<file path="src/rtl/serial_mul_fu_if.sv">
// Issue/writeback port bundle for the bit-serial multiply unit.
// The issue stage drives master; the functional unit implements slave.
interface serial_mul_fu_if #(
    parameter int unsigned TRANS_ID_BITS = 3,
    parameter int unsigned XLEN          = 64
) ();
    logic                     valid_i;
    logic                     ready_o;
    logic [1:0]               op_i;
    logic [TRANS_ID_BITS-1:0] trans_id_i;
    logic [XLEN-1:0]          operand_a_i;
    logic [XLEN-1:0]          operand_b_i;
    logic                     valid_o;
    logic [TRANS_ID_BITS-1:0] trans_id_o;
    logic [XLEN-1:0]          result_o;
    logic                     ex_valid_o;

    modport master (
        output valid_i, op_i, trans_id_i, operand_a_i, operand_b_i,
        input  ready_o, valid_o, trans_id_o, result_o, ex_valid_o
    );

    modport slave (
        input  valid_i, op_i, trans_id_i, operand_a_i, operand_b_i,
        output ready_o, valid_o, trans_id_o, result_o, ex_valid_o
    );
endinterface

</file>
<file path="src/rtl/serial_mul_fu.sv">
// Bit-serial shift-add multiplier: one operation in flight, XLEN steps per op,
// single-cycle writeback pulse tagged with the issuing transaction ID.
module serial_mul_fu #(
    parameter int unsigned TRANS_ID_BITS = 3,
    parameter int unsigned XLEN          = 64
) (
    input  logic           clk_i,
    input  logic           rst_i,
    input  logic           flush_i,
    serial_mul_fu_if.slave fu
);
    localparam int unsigned ACC_W = 2 * XLEN;
    localparam int unsigned CNT_W = $clog2(XLEN);
    localparam logic [CNT_W-1:0] CNT_LAST = CNT_W'(XLEN - 1);
    localparam logic [1:0] OP_MUL    = 2'd0;
    localparam logic [1:0] OP_MULH   = 2'd1;
    localparam logic [1:0] OP_MULHSU = 2'd2;

    typedef enum logic [1:0] {IDLE, BUSY, DONE} state_e;

    state_e                   state_q, state_d;
    logic [1:0]               op_q, op_d;
    logic                     neg_q, neg_d;
    logic [XLEN-1:0]          mag_a_q, mag_a_d;
    logic [ACC_W-1:0]         acc_q, acc_d;
    logic [CNT_W-1:0]         cnt_q, cnt_d;
    logic [TRANS_ID_BITS-1:0] tid_q, tid_d;
    logic [TRANS_ID_BITS-1:0] tid_out_q, tid_out_d;
    logic [XLEN-1:0]          res_q, res_d;

    logic                     ready_c, accept_c, a_neg_c, b_neg_c;
    logic [XLEN-1:0]          mag_a_in_c, mag_b_in_c;
    logic [XLEN:0]            sum_c;
    logic [ACC_W-1:0]         acc_step_c, prod_c;

    assign ready_c  = (state_q != BUSY) & ~flush_i;
    assign accept_c = fu.valid_i & ready_c;

    // Signedness per op: a is signed for MULH/MULHSU, b only for MULH.
    assign a_neg_c    = ((fu.op_i == OP_MULH) | (fu.op_i == OP_MULHSU)) & fu.operand_a_i[XLEN-1];
    assign b_neg_c    = (fu.op_i == OP_MULH) & fu.operand_b_i[XLEN-1];
    assign mag_a_in_c = a_neg_c ? (~fu.operand_a_i + XLEN'(1)) : fu.operand_a_i;
    assign mag_b_in_c = b_neg_c ? (~fu.operand_b_i + XLEN'(1)) : fu.operand_b_i;

    // The accumulator's low half doubles as the multiplier shift register:
    // the bit consumed each step is acc_q[0], and product bits shift in behind it.
    assign sum_c      = {1'b0, acc_q[ACC_W-1:XLEN]} + {1'b0, (acc_q[0] ? mag_a_q : {XLEN{1'b0}})};
    assign acc_step_c = {sum_c, acc_q[XLEN-1:1]};
    assign prod_c     = neg_q ? (~acc_step_c + ACC_W'(1)) : acc_step_c;

    // Next-state and datapath update.
    always_comb begin
        state_d   = state_q;
        op_d      = op_q;
        neg_d     = neg_q;
        mag_a_d   = mag_a_q;
        acc_d     = acc_q;
        cnt_d     = cnt_q;
        tid_d     = tid_q;
        tid_out_d = tid_out_q;
        res_d     = res_q;

        case (state_q)
            IDLE: state_d = IDLE;
            BUSY: begin
                if (flush_i) begin
                    state_d = IDLE;
                end else begin
                    acc_d = acc_step_c;
                    cnt_d = cnt_q + CNT_W'(1);
                    if (cnt_q == CNT_LAST) begin
                        state_d   = DONE;
                        tid_out_d = tid_q;
                        res_d     = (op_q == OP_MUL) ? prod_c[XLEN-1:0] : prod_c[ACC_W-1:XLEN];
                    end
                end
            end
            DONE:    state_d = IDLE;
            default: state_d = IDLE;
        endcase

        if (accept_c) begin
            state_d = BUSY;
            op_d    = fu.op_i;
            tid_d   = fu.trans_id_i;
            neg_d   = a_neg_c ^ b_neg_c;
            mag_a_d = mag_a_in_c;
            acc_d   = {{XLEN{1'b0}}, mag_b_in_c};
            cnt_d   = '0;
        end
    end

    always_ff @(posedge clk_i or posedge rst_i) begin
        if (rst_i) begin
            state_q   <= IDLE;
            op_q      <= '0;
            neg_q     <= 1'b0;
            mag_a_q   <= '0;
            acc_q     <= '0;
            cnt_q     <= '0;
            tid_q     <= '0;
            tid_out_q <= '0;
            res_q     <= '0;
        end else begin
            state_q   <= state_d;
            op_q      <= op_d;
            neg_q     <= neg_d;
            mag_a_q   <= mag_a_d;
            acc_q     <= acc_d;
            cnt_q     <= cnt_d;
            tid_q     <= tid_d;
            tid_out_q <= tid_out_d;
            res_q     <= res_d;
        end
    end

    assign fu.ready_o    = ready_c;
    assign fu.valid_o    = (state_q == DONE) & ~flush_i;
    assign fu.trans_id_o = tid_out_q;
    assign fu.result_o   = res_q;
    assign fu.ex_valid_o = 1'b0;
endmodule

</file>
<file path="src/flat_wrapper.sv">
// flat-port wrapper written by rule: the top's interface ports become plain ports
module serial_mul_fu_flat 
#(
    parameter int unsigned TRANS_ID_BITS = 3,
    parameter int unsigned XLEN          = 64
)
  (clk_i, rst_i, flush_i, fu_valid_i, fu_op_i, fu_trans_id_i, fu_operand_a_i, fu_operand_b_i, fu_ready_o, fu_valid_o, fu_trans_id_o, fu_result_o, fu_ex_valid_o);
  serial_mul_fu_if #(.TRANS_ID_BITS(TRANS_ID_BITS), .XLEN(XLEN)) fu_i ();
  input  logic clk_i;
  input  logic rst_i;
  input  logic flush_i;
  input wire logic [$bits(fu_i.valid_i)-1:0] fu_valid_i;
  input wire logic [$bits(fu_i.op_i)-1:0] fu_op_i;
  input wire logic [$bits(fu_i.trans_id_i)-1:0] fu_trans_id_i;
  input wire logic [$bits(fu_i.operand_a_i)-1:0] fu_operand_a_i;
  input wire logic [$bits(fu_i.operand_b_i)-1:0] fu_operand_b_i;
  output wire logic [$bits(fu_i.ready_o)-1:0] fu_ready_o;
  output wire logic [$bits(fu_i.valid_o)-1:0] fu_valid_o;
  output wire logic [$bits(fu_i.trans_id_o)-1:0] fu_trans_id_o;
  output wire logic [$bits(fu_i.result_o)-1:0] fu_result_o;
  output wire logic [$bits(fu_i.ex_valid_o)-1:0] fu_ex_valid_o;
  assign fu_i.valid_i = fu_valid_i;
  assign fu_i.op_i = fu_op_i;
  assign fu_i.trans_id_i = fu_trans_id_i;
  assign fu_i.operand_a_i = fu_operand_a_i;
  assign fu_i.operand_b_i = fu_operand_b_i;
  assign fu_ready_o = fu_i.ready_o;
  assign fu_valid_o = fu_i.valid_o;
  assign fu_trans_id_o = fu_i.trans_id_o;
  assign fu_result_o = fu_i.result_o;
  assign fu_ex_valid_o = fu_i.ex_valid_o;
  serial_mul_fu #(.TRANS_ID_BITS(TRANS_ID_BITS), .XLEN(XLEN)) u_core (.clk_i(clk_i), .rst_i(rst_i), .flush_i(flush_i), .fu(fu_i));
endmodule
</file>
<file path="config.mk">
export PLATFORM = sky130hd
export DESIGN_NAME = serial_mul_fu_flat
export DESIGN_NICKNAME = d
export VERILOG_FILES = /design/src/rtl/serial_mul_fu_if.sv /design/src/rtl/serial_mul_fu.sv /design/src/flat_wrapper.sv
export SDC_FILE = /design/constraint.sdc
export NUM_CORES = 1
export LEC_CHECK = 0
export BUFFER_PORTS_ARGS = -buffer_cell sky130_fd_sc_hd__buf_2
export CAP_MARGIN = 20
export CORE_UTILIZATION = 40
export DETAILED_ROUTE_END_ITERATION = 16
export HOLD_SLACK_MARGIN = 0.08
export PLACE_DENSITY = 0.56
export SLEW_MARGIN = 20
export SYNTH_ARGS = -nofsm -noshare
export SYNTH_HDL_FRONTEND = slang
export SYNTH_SLANG_ARGS = --single-unit
export TNS_END_PERCENT = 1
</file>
<file path="constraint.sdc">
create_clock -name clk_i -period 13.2 [get_ports clk_i]
set_clock_uncertainty 0.2 [all_clocks]
set_input_delay 2.64 -clock clk_i [delete_from_list [all_inputs] [get_ports clk_i]]
set_output_delay 2.64 -clock clk_i [all_outputs]
set_load 0.01 [all_outputs]
</file>
Word level (Yosys, flattened, before mapping)
Index checks and enable logic that the tools add are counted.

Input port bits: 137. Output and inout port bits: 70. Logic and storage cells: 52. Bits in registers: 273.

Muxes and demuxes: 15. Bitwise gates (word level): 11. Reductions and logical operators: 4. Equal/unequal tests: 8. Add/subtract/negate cells: 5.

Operators with widths (number): two-way mux 128 bit (4); two-way mux 64 bit (4); adder 128 x 1 -> 128 bit (second input constant) (1); adder 64 x 1 -> 64 bit (second input constant) (2); inverter 128 bit (1); inverter 64 bit (2); adder 64 x 64 -> 65 bit (1); two-way mux 6 bit (3); two-way mux 2 bit (4); adder 6 x 1 -> 6 bit (second input constant) (1); equality test 6 bit (second input constant) (1); AND 1 bit (5); equality test 2 x 1 -> 1 bit (second input constant) (2); equality test 2 bit (second input constant) (2); inequality test 2 x 1 -> 1 bit (second input constant) (2); inequality test 4 x 2 -> 1 bit (second input constant) (1); AND reduction 3 bit (1); logical NOT 2 bit (1); AND reduction 2 bit (1); nonzero test 2 bit (1); inverter 1 bit (1); bitwise OR 1 bit (1); bitwise XOR 1 bit (1).

Longest topological paths before layout
Gate-level depths: netlist of the first run.

Depth after elaboration: 6. Depth in mapped cells: 20. Gate-level depth less buffers: 16.

Worst setup path after synthesis of the first run
No wires, ideal clock.

Path kind: input to register. Start point: input port fu_operand_a_i[12]. End point: register u_core.mag_a_q[62]. Setup slack: 7.183 ns. Required time: 12.871 ns. Data arrival time: 5.688 ns. Buffers on the path: 0. Stages on the path: 12. Library setup time: 0.129 ns. Cells stage by stage: or4_1 -> nor4_1 -> and2b_1 -> and3b_1 -> and3_1 -> nand2_1 -> or4_1 -> nor3_1 -> nand3b_1 -> o41ai_1 -> xor2_1 -> o21ai_1.

Longest elaborated chain between the ends: 3.

RTL lines: start: declaration (RTL line flat_wrapper.sv:15) `input wire logic [$bits(fu_i.operand_a_i)-1:0] fu_operand_a_i;`; inverter 64 bit (RTL line serial_mul_fu.sv:42) `assign mag_a_in_c = a_neg_c ? (~fu.operand_a_i + XLEN'(1)) : fu.operand_a_i;`; adder 64 x 1 -> 64 bit (RTL line serial_mul_fu.sv:42); two-way mux 64 bit (RTL line serial_mul_fu.sv:42); end signal: assignment (RTL line serial_mul_fu.sv:108) `mag_a_q <= mag_a_d;`; end: declaration (RTL line serial_mul_fu.sv:24) `logic [XLEN-1:0] mag_a_q, mag_a_d;`.

No other way between the ends. A chain may end at the register's enable or synchronous reset.

Final worst setup path of the first run
Start point: input port fu_operand_a_i[4]. End point: register u_core.mag_a_q[62].

Same word-level chain as after synthesis.

==> metrics, run 1 <==
Core Rows 85; antenna-violating nets left 0; Seq/Total Area, Yosys 0.3136; initial DRC count 1653; Mapped Nets 2899; Layout area overhead 12.05%; Synth Flop Type dfrtp_1; cells along the critical path buf_2 -> nor4_1 -> nand2_1 -> and3b_1 -> and3_1 -> nand2_1 -> or4_1 -> nor3_1 -> nand3b_1 -> o41ai_1 -> xor2_1 -> o21ai_1; gr ovfl total 0; GRT Overall Usage 0.2630; Vias/cell 5.973; critical path required time 13.39 ns; Routed WL 74320 um; Worst-path clk slew 0.06 ns; post-CTS setup buffers 0; maximum vdd drop 0.00008723 V; # hold bufs at CTS 0; vias in the first global route 19960; vias post-DR 21010; CTS tree done; fin crit share 0.4889; fmax 154.9 MHz; Worst-Skew Late Latency 0.56 ns; Clock Path Buffers 3; count of cell types in the netlist 115; Core ar. 0.05381 mm^2; WS Path Type primary input to flip-flop; setup tns final 0 ns; Pre-Repair DR Iteration Count 5; Fin. Hold Viols 0; hold_ws 0.2700 ns; post-CTS sizing 0; Tmin final 6.454 ns; CTS sink count 273; Starting Density 0.4049; Worst Tran Pin Value 1.125 ns; fraction of layout instances using a drive strength above 1 0.1329; synthesized instance count 2692; DRC 0; Slew HR 0.2305; Yosys reg bits 273; Die Span Y 235.4 um; Final setup viols 0; CTS H-tree lvls 2; Worst EP arrival 6.65 ns; max-cap violations 0; Max stage delay on crit path 0.70 ns; # nets final 3002; ant diodes 0; status finished, final reports clean; static leakage 10.43 nW; CP most frequent cell nand2_1; Finished Layout Cells 3517; root buf cell clkbuf_16; overall power 3.128 mW; dpl hpwl 56570 um; Synth Cell Area 0.02179 mm^2; Async SR Flop Fraction 1.000; Port Buffers 205; crit-path max FO 5; Hold WC Path Type flip-flop to flip-flop; initial antenna violation count 0; synth warn 0; EDFF count, synth 0; most frequent cells in the layout nand2_1, o21ai_0, dfrtp_1, buf_2, a21oi_1; CTS Buf Count 34; Power Density 128.1 mW/mm^2; Worst Setup Start Kind primary input; commonest non-fill, non-tap cell in the layout nand2_1; WL/cell 21.13 um; Final GP Congestion 0.9431; fillers 5418; DP Cell Count 3455; DIE WIDTH 235.4 um; RSZ-0062 raised after global routing no; Syn Area/Cell 8.093 um^2; Crit-path slowest cell nor4_1; I/O pins 207; Worst setup EP type flip-flop; Die ar. 0.05541 mm^2; largest net degree at the start of global routing 151; first-pass GRT wire length 115800 um; Pins Over Slew Limit 0
[path summary, 6_finish.rpt]
kind	startpoint	endpoint	slack, ns	cells past startpoint
min in group asynchronous	rst_i	u_core.fu.result_o[19]	2.03	2
max in group asynchronous	rst_i	u_core.fu.result_o[58]	9.34	3
setup reg to reg	u_core.acc_q[0]	u_core.fu.result_o[62]	6.97	15
setup / recovery	fu_operand_a_i[4]	u_core.mag_a_q[62]	6.75	12
hold reg to reg	u_core.tid_q[0]	u_core.fu.trans_id_o[0]	0.27	2
hold / removal	u_core.tid_q[0]	u_core.fu.trans_id_o[0]	0.27	2
[layout make-up]
cell class	instances	area, um^2	share of cell area
multi-input cells	2218	14150	0.5795
clock buffers	49	988.4	0.04049
inverters	33	131.4	0.005382
clock inverters	13	176.4	0.007227
well taps	696	870.8	0.03567
flip-flops and latches	273	6835	0.2800
repair buffers	235	1264	0.05177
[cell families (layout without fill, tap and decap cells)]
kind of cell | Yosys count | in the layout | synth area share
compound gates | 919 | 919 | 0.2678
xor+xnor | 275 | 275 | 0.1109
fa+ha+maj | 70 | 70 | 0.04054
buf+inv | 201 | 330 | 0.03934
flops | 273 | 273 | 0.3136
mux | 13 | 13 | 0.006834
other cells | 1 | 1 | 0.0001721
simple gates | 940 | 940 | 0.2209
[layer usage]
| metal | wire (um) | GRT usage |
|---|---|---|
| met1 | 34280 | 0.3668 |
| met2 | 34560 | 0.4297 |
| met3 | 3632 | 0.02967 |
| met4 | 1849 | 0.07269 |
| met5 | 0 | 0 |
[worst max-delay path: cells and delay by family]
kind,cells,cell delay [ns]
buf+inv,1,0.12
simple gates,8,3.19
xor+xnor,1,0.18
compound gates,2,0.49
[cells in the mapped netlist, types with 60 or more instances]
cell type / instances / share of area
nand2_1: 335 / 0.058
o21ai_0: 322 / 0.074
dfrtp_1: 273 / 0.31
a21oi_1: 181 / 0.042
nor2_1: 175 / 0.030
xnor2_1: 142 / 0.057
xor2_1: 132 / 0.053
clkbuf_1: 117 / 0.020
and2_1: 74 / 0.021
ha_1: 69 / 0.040
a22oi_1: 60 / 0.021
[power by group]
part           total, mW  internal [mW]  switching, mW
Clock              0.976          0.585          0.391
Sequential          1.07          0.948          0.124
Combinational       1.08          0.391          0.688
Total               3.13           1.92           1.20
[through the flow]
stage	setup slack, ns	area, um^2	utilization
2_1_floorplan	2.836	21790	-
3_3_place_gp	6.172	23240	0.4319
3_5_place_dp	6.073	23240	0.4319
4_1_cts	6.653	24410	0.4536
5_1_grt	6.370	24410	0.4536
6_report	6.746	24410	0.4536
[flip-flops by register name, summed over array words and instances, names as in the netlist]
register and flops:
u_core.acc_q 128, u_core.fu.result_o 64, u_core.mag_a_q 64, u_core.cnt_q 6
u_core.fu.trans_id_o 3, u_core.tid_q 3, u_core.op_q 2, u_core.state_q 2
u_core.neg_q 1
No activity file was read; power rests on OpenSTA's default activity.
==> run 2, diff against run 1 <==
- clock period: 13.2 -> 6.73 ns (I/O delays scaled with it)
==> run 2 against run 1 <==
Compared with the run above: non-clock buffer count up 15; setup slack got worse by 6.0 ns; register-to-register slack got worse by 6.2 ns; via count grew 0.58%; sequential cell count stayed put; global-route usage rose by 0.94 points; sequential share of layout area down 0.16 points; cell area is 0.58% higher; clock-buffer cell count increased by 1.
==> metrics, run 2 (synthesized netlist as in run 1, its figures left out) <==
# nets final 3019 (+0.57%); Clock Path Buffers 3 (unchanged); most frequent cells in the layout nand2_1, o21ai_0, dfrtp_1, buf_2, a21oi_1; Layout area overhead 12.70%; Starting Density 0.4049 (unchanged); critical path required time 7.00 ns (-6.39 ns); Pins Over Slew Limit 0 (unchanged); cells along the critical path and2_1 -> ha_1 -> nor2b_1 -> o2111ai_1 -> a21oi_1 -> o31a_1 -> or3_1 -> a2111o_1 -> nor4b_4 -> nand4_1 -> nor3_1 -> nand3_1 -> mux2_2 -> o21ai_1; largest net degree at the start of global routing 112 (-26%); CTS H-tree lvls 2 (unchanged); Slew HR 0.3004 (+0.06997); hold endpoint u_core.fu.result_o[32]; post-CTS setup buffers 0 (unchanged); post-CTS sizing 0 (unchanged); overall power 6.213 mW (+99%); Core Rows 85 (unchanged); R2R cell count 14 (-1); I/O pins 207 (unchanged); fillers 5373 (-0.83%); Worst-path clk slew 0.06 ns (about the same); Worst Tran Pin Value 1.049 ns (-0.07585 ns); Hold WC Path Type flip-flop to flip-flop; fmax 167.6 MHz; static leakage 10.51 nW (+0.75%); gr ovfl total 0 (unchanged); dpl hpwl 59160 um (+4.6%); Top Family by Delay on Critical Path simple AND/OR/NAND/NOR gates; Fin. Hold Viols 0 (unchanged); Worst Setup Start Kind flip-flop; max FFs per register 128 (unchanged); crit-path max FO 25 (+20); WL/cell 21.77 um (+3.0%); DIE WIDTH 235.4 um (unchanged); Routed WL 76840 um (+3.4%); vias in the first global route 20450 (+2.4%); initial antenna violation count 0 (unchanged); fin crit share 0.8865; Max stage delay on crit path 0.75 ns (+0.05 ns); most flop-heavy register u_core.acc_q; Core ar. 0.05381 mm^2 (unchanged); end of the worst register-to-register path u_core.fu.result_o[59]; R2R Path Start u_core.acc_q[0]; vias post-DR 21130 (+0.58%); setup tns final 0 ns (unchanged); Vias/cell 5.986 (+0.21%); Worst-Skew Late Latency 0.56 ns (about the same); R2R setup slack 0.76 ns (-6.21 ns); WS Path Type flip-flop to flip-flop; RSZ-0062 raised after global routing no; Worst EP arrival 6.24 ns (-0.41 ns); commonest non-fill, non-tap cell in the layout nand2_1; Crit-path slowest cell dfrtp_1; antenna-violating nets left 0 (unchanged); Pre-Repair DR Iteration Count 5 (unchanged); initial DRC count 1574 (-4.8%); ant diodes 0 (unchanged); DRC 0 (unchanged); # hold bufs at CTS 0 (unchanged); Final GP Congestion 0.9420 (-0.12%); Hold Path Origin u_core.fu.result_o[32]; CTS sink count 273 (unchanged); Hold Crit Depth 2 (unchanged); Die Span Y 235.4 um (unchanged); status finished, final reports clean; Tmin final 5.966 ns; Port Buffers 205 (unchanged); Final setup viols 0 (unchanged); buffers and inverters on the worst path 0 (-1); CTS Buf Count 36 (+5.9%); fraction of layout instances using a drive strength above 1 0.1362 (+0.003272); maximum vdd drop 0.0001522 V (+74%); Worst setup EP type flip-flop; root buf cell clkbuf_16; first-pass GRT wire length 119300 um (+3.0%); GRT Overall Usage 0.2724 (+0.009419); CTS tree done; Power Density 253.0 mW/mm^2 (+97%); Die ar. 0.05541 mm^2 (unchanged); max-cap violations 0 (unchanged)
## run 2: cell count changes in the layout (fill, tap and decap cells not counted)
cell,previous run,this run
and2_1,73,74
and2_2,1,0
buf_12,1,3
buf_4,29,42
bufinv_16,3,4
clkbuf_1,8,9
clkbuf_16,35,36
clkbuf_8,6,5
clkinv_2,4,2
clkinv_4,2,0
clkinv_8,2,1
clkinvlp_4,1,3
inv_8,1,0
## run 2: where the power goes
part,internal [mW],switching (mW)
Combinational,0.785,1.34
Clock,1.19,0.777
Sequential,1.86,0.256
## run 2: final cells by class
class | instances | area [um^2] | share of cell area
inverter | 33 | 127.6 | 0.005198
tap | 696 | 870.8 | 0.03547
multi-input combinational | 2218 | 14140 | 0.5761
sequential | 273 | 6835 | 0.2784
clock inverter | 10 | 170.2 | 0.006930
timing repair buffer | 250 | 1401 | 0.05707
clock buffer | 50 | 1003 | 0.04087
## run 2: stage by stage
step | hold slack, ns | std cells | setup slack [ns] | cell area, um^2 | util
final | 0.2649 | 3530 | 0.7637 | 24550 | 0.4563
after global routing | 0.2966 | 3530 | 0.3322 | 24550 | 0.4563
after CTS | 0.2679 | 3530 | 0.7980 | 24550 | 0.4562
after detailed placement | 0.2554 | 3470 | 0.8716 | 23380 | 0.4344
after global placement | 0.2509 | 3470 | 1.012 | 23380 | 0.4344
after floorplan | 0.2386 | 2692 | 1.575 | 21790 | -
## run 2: routing by layer
| layer | vias up | global-route usage | share of wire |
|---|---|---|---|
| met5 | - | 0 | 0 |
| met4 | 0 | 0.07704 | 0.027 |
| met3 | 98 | 0.02967 | 0.046 |
| met2 | 534 | 0.4554 | 0.47 |
| met1 | 10370 | 0.3713 | 0.46 |
| li1 | 10130 | - | - |
## run 2: worst register-to-register path, stage by stage (launching register included)
cell and delay [ns]:
dfrtp_1 0.75, and2_1 0.34, ha_1 0.32, nor2b_1 0.19, o2111ai_1 0.35, a21oi_1 0.18
o31a_1 0.33, or3_1 0.33, a2111o_1 0.49, nor4b_4 0.61, nand4_1 0.62, nor3_1 0.54
nand3_1 0.16, mux2_2 0.32, o21ai_1 0.15
## run 2: worst max-delay path by stage
stage,end,cells past startpoint,start
after detailed placement,u_core.fu.result_o[63],17,u_core.acc_q[0]
after global placement,u_core.mag_a_q[62],13,fu_operand_a_i[12]
final,u_core.fu.result_o[59],14,u_core.acc_q[0]
after floorplan,u_core.acc_q[0],1,rst_i
after CTS,u_core.fu.result_o[59],17,u_core.acc_q[0]
after global routing,u_core.fu.result_o[59],17,u_core.acc_q[0]
